## config.mk

```make
export PLATFORM = sky130hd
export DESIGN_NAME = tdm_demux
export DESIGN_NICKNAME = d
export VERILOG_FILES = /design/src/rtl/tdm_demux.sv
export SDC_FILE = /design/constraint.sdc
export NUM_CORES = 1
export LEC_CHECK = 0
export CAP_MARGIN = 0
export CELL_PAD_IN_SITES_DETAIL_PLACEMENT = 1
export CELL_PAD_IN_SITES_GLOBAL_PLACEMENT = 2
export CORE_UTILIZATION = 29
export DETAILED_ROUTE_END_ITERATION = 7
export PLACE_DENSITY_LB_ADDON = 0.3
export REMOVE_ABC_BUFFERS = 1
export SLEW_MARGIN = 30
export SYNTH_ARGS = -nofsm -noshare
export SYNTH_HDL_FRONTEND = slang
export SYNTH_SLANG_ARGS = --single-unit
```

## constraint.sdc

```tcl
create_clock -name clk -period 2.55 [get_ports clk]
set_input_delay 0.51 -clock clk [delete_from_list [all_inputs] [get_ports clk]]
set_output_delay 0.51 -clock clk [all_outputs]
set_load 0.1 [all_outputs]
```

## src/rtl/tdm_demux.sv

```systemverilog
// Receive-side TDM demultiplexer: distributes a framed sample stream onto
// NUM_CH parallel channels, tracking frame alignment with a HUNT/LOCKED FSM.
module tdm_demux #(
  parameter int unsigned DATA_W = 8,
  parameter int unsigned SEL_W  = 2,
  parameter int unsigned NUM_CH = 2**SEL_W
) (
  input  logic                     clk,
  input  logic                     rst_n,
  input  logic                     in_valid,
  input  logic [DATA_W-1:0]        in_data,
  input  logic                     in_sof,
  output logic [NUM_CH*DATA_W-1:0] out_data,
  output logic [NUM_CH-1:0]        out_valid,
  output logic                     frame_done,
  output logic                     locked,
  output logic                     sync_err,
  output logic [7:0]               err_cnt
);

  typedef enum logic [0:0] {
    HUNT   = 1'b0,
    LOCKED = 1'b1
  } state_e;

  state_e                   state_q, state_d;
  logic [SEL_W-1:0]         slot_q, slot_d;
  logic [NUM_CH*DATA_W-1:0] out_data_q, out_data_d;
  logic [NUM_CH-1:0]        out_valid_q, out_valid_d;
  logic                     frame_done_q, frame_done_d;
  logic                     sync_err_q, sync_err_d;
  logic [7:0]               err_cnt_q, err_cnt_d;
  logic                     err_evt;

  always_comb begin
    state_d      = state_q;
    slot_d       = slot_q;
    out_data_d   = out_data_q;
    out_valid_d  = '0;
    frame_done_d = 1'b0;
    err_evt      = 1'b0;

    if (in_valid) begin
      if (state_q == HUNT) begin
        if (in_sof) begin
          out_data_d[0 +: DATA_W] = in_data;
          out_valid_d[0]          = 1'b1;
          slot_d                  = SEL_W'(1);
          state_d                 = LOCKED;
        end
      end else if (in_sof) begin
        // SOF always restarts the frame; arriving off slot 0 is an early-SOF resync
        err_evt                 = (slot_q != '0);
        out_data_d[0 +: DATA_W] = in_data;
        out_valid_d[0]          = 1'b1;
        slot_d                  = SEL_W'(1);
      end else if (slot_q == '0) begin
        err_evt = 1'b1;
        state_d = HUNT;
        slot_d  = '0;
      end else begin
        out_data_d[slot_q*DATA_W +: DATA_W] = in_data;
        out_valid_d[slot_q]                 = 1'b1;
        frame_done_d                        = (slot_q == '1);
        slot_d                              = slot_q + SEL_W'(1);
      end
    end

    sync_err_d = err_evt;
    err_cnt_d  = err_cnt_q;
    if (err_evt && err_cnt_q != 8'hFF) begin
      err_cnt_d = err_cnt_q + 8'd1;
    end
  end

  always_ff @(posedge clk or negedge rst_n) begin
    if (!rst_n) begin
      state_q      <= HUNT;
      slot_q       <= '0;
      out_data_q   <= '0;
      out_valid_q  <= '0;
      frame_done_q <= 1'b0;
      sync_err_q   <= 1'b0;
      err_cnt_q    <= '0;
    end else begin
      state_q      <= state_d;
      slot_q       <= slot_d;
      out_data_q   <= out_data_d;
      out_valid_q  <= out_valid_d;
      frame_done_q <= frame_done_d;
      sync_err_q   <= sync_err_d;
      err_cnt_q    <= err_cnt_d;
    end
  end

  assign out_data   = out_data_q;
  assign out_valid  = out_valid_q;
  assign frame_done = frame_done_q;
  assign locked     = (state_q == LOCKED);
  assign sync_err   = sync_err_q;
  assign err_cnt    = err_cnt_q;

endmodule

```

==> results of run 1 <==
## through the flow
step,utilization (%),cells
after floorplan,-,177
after global placement,39.7,343
after detailed placement,39.7,343
after CTS,41.4,351
after global routing,41.4,351
final,41.4,351
## cells in the mapped netlist (all sizes together)
cell      n  area, um^2
nor3      3        20.0
xnor2     2        17.5
a22oi     1        7.51
buf       4        22.5
nand2    35         131
nand4     4        31.3
or3b      1        8.76
dfrtp    48        1200
nand3     5        25.0
o21ai    19        95.1
and4      1        8.76
and4b     1        10.0
nor2      5        18.8
inv       6        22.5
o2bb2ai   1        8.76
mux2      2        22.5
a31oi     2        27.5
and2      4        25.0
or2       1        6.26
and3      3        18.8
clkbuf    3        11.3
and3b     1        8.76
mux2i     1        10.0
a21oi     4        20.0
a22o     16         140
xor2      2        17.5
ha        9         113
## logic make-up after synthesis
| logic type | synth area share [%] |
|---|---|
| buffers and inverters | 2.75 |
| XOR/XNOR | 1.71 |
| flip-flops | 58.6 |
| multiplexers | 1.59 |
| AO/OA/AOI/OAI | 14.6 |
| AND/OR/NAND/NOR | 15.3 |
| adder cells (fa/ha/maj) | 5.49 |
## critical path: stages (launching register included)
cell and delay [ns]:
dfrtp_1 0.44, inv_1 0.16, ha_1 0.25, ha_1 0.29, and3b_1 0.27, and3_1 0.21, and4_1 0.21, mux2_2 0.33
## final cells by class
type,instances,area (um^2)
Fill cell,768,3980
Sequential cell,48,1200
Multi-Input combinational cell,123,792
Timing Repair Buffer,70,561
Tap cell,96,120
Clock buffer,5,68.8
Clock inverter,3,46.3
Inverter,6,22.5
## registers in the layout (all words and copies together) (netlist names)
signal and cells:
out_valid 3, sync_err 1, err_cnt 8, frame_done 1, slot_q 2, out_data 32
locked 1
## path summary, 6_finish.rpt
check,depth (start not counted),slack (ns),endpoint
worst max-delay path,7,0.29,err_cnt[6]$_DFFE_PN0P_
max in group asynchronous,2,1.84,out_data[2]$_DFFE_PN0P_
min in group clk,2,0.49,out_data[30]$_DFFE_PN0P_
worst max register to register,7,0.29,err_cnt[6]$_DFFE_PN0P_
worst min-delay path,1,0.17,out_data[0]$_DFFE_PN0P_
worst min register to register,2,0.49,out_data[30]$_DFFE_PN0P_
## layer usage
metal,track usage [%],up-vias
met3,3.18,8
met5,0,-
met2,23.5,38
li1,-,781
met4,4.55,0
met1,21.2,776
==> impl_metrics.ini, run 1 <==
[grt]
grt-ovfl-total = 0
antenna_found_initial = 0
grt_pass1_vias = 1657
grt_max_degree = 28
grt_usage_pct = 15.1
grt_pass1_wl_mm = 8.61

[worst_setup_path]
crit_required_ns = 2.74
end_kind = register
crit_fanout = 7
cp-start-kind = register
crit_start = slot_q[0]$_DFFE_PN0P_
r2r-start = slot_q[0]$_DFFE_PN0P_
path_class = register to register
worst_ep_arrival_time_ns = 2.44

[clock_network]
cts_tree = yes
cts_buffers = 5
clock_path_buffers = 2
hold_buffers = 0
path_clk_slew_ns = 0.10
cts_setup_buffers = 0
cts_resized = 0
root_buffer = clkbuf_8
clk_latency_ns = 0.30
cts_max_level = 2
cts_num_sinks = 48

[yosys]
synthCells = 184
synth_area_mm2 = 0.00205
synth_warnings = 0
ys_ff_latch = 48
synth_seq_area_share_pct = 58.6
synth_area_per_cell_um2 = 11.1
ys_types = 31

[placed_design]
port-buffer-count = 58
place_area_mm2 = 0.00270
pre_cts_ws_ns = 0.0564
dp_hpwl_mm = 3.87
place_congestion = 0.712

[hold_path]
hp-class = input pin to asynchronous set/reset pin

[floorplan]
die_w_um = 86.1
core_region_area_mm2 = 0.00679
dieArea_mm2 = 0.00741
placement_rows = 30
ios = 59
die_h_um = 86.1
initial_utilization_pct = 30.2

[sta]
tightestPinTransition_ns = 0.525
setup_slack_ns = 0.293
setup_viol = 0
slew_viol_final = 0
slew_headroom_pct = 65.0
whs_ns = 0.170
fmax_mhz = 443
finalCriticalPeriod_ns = 2.26
skew_ns = 0.00465
post-route-period-util_pct = 88.5
hold_viol = 0
rsz0062_at_grt = no
fin_setup_tns_ns = 0

[routing]
top_layer = met4
via_per_inst = 4.57
drtIter0Drc = 90
routed_wl_mm = 5.19
vias = 1603
route.met2.wl_mm = 2.43
wl_met3_um = 216
drt.antenna.violating_nets = 0
met1Wirelength_mm = 2.48
drc = 0
dr.pass1.iters = 4
wl_per_cell_um = 14.8

[finish]
fin_area_mm2 = 0.00281
n_antenna_cell = 0
nets = 275
drive_above_1_share_pct = 29.0
final_cell_mix = buf_4, dfrtp_1, nand2_1, o21ai_0, a22o_1
synthToLayoutAreaGrowth_pct = 37.2
final_common_cell = buf_4

[run_status]
outcome = complete, no violations

[flow_run]
maxCapViolCount = 0
Power of run 1 is left out: the tool's default activity adds up to more than one toggle a clock period on the data nets, which glitch-free logic cannot reach.
==> run 2, diff against run 1 <==
Settings changed: SLEW_MARGIN 30 to 20.
==> results of run 2 <==
Same layout as run 1: the final DEF is identical, and so are final timing and power.
Power of run 2 is left out for the same reason.
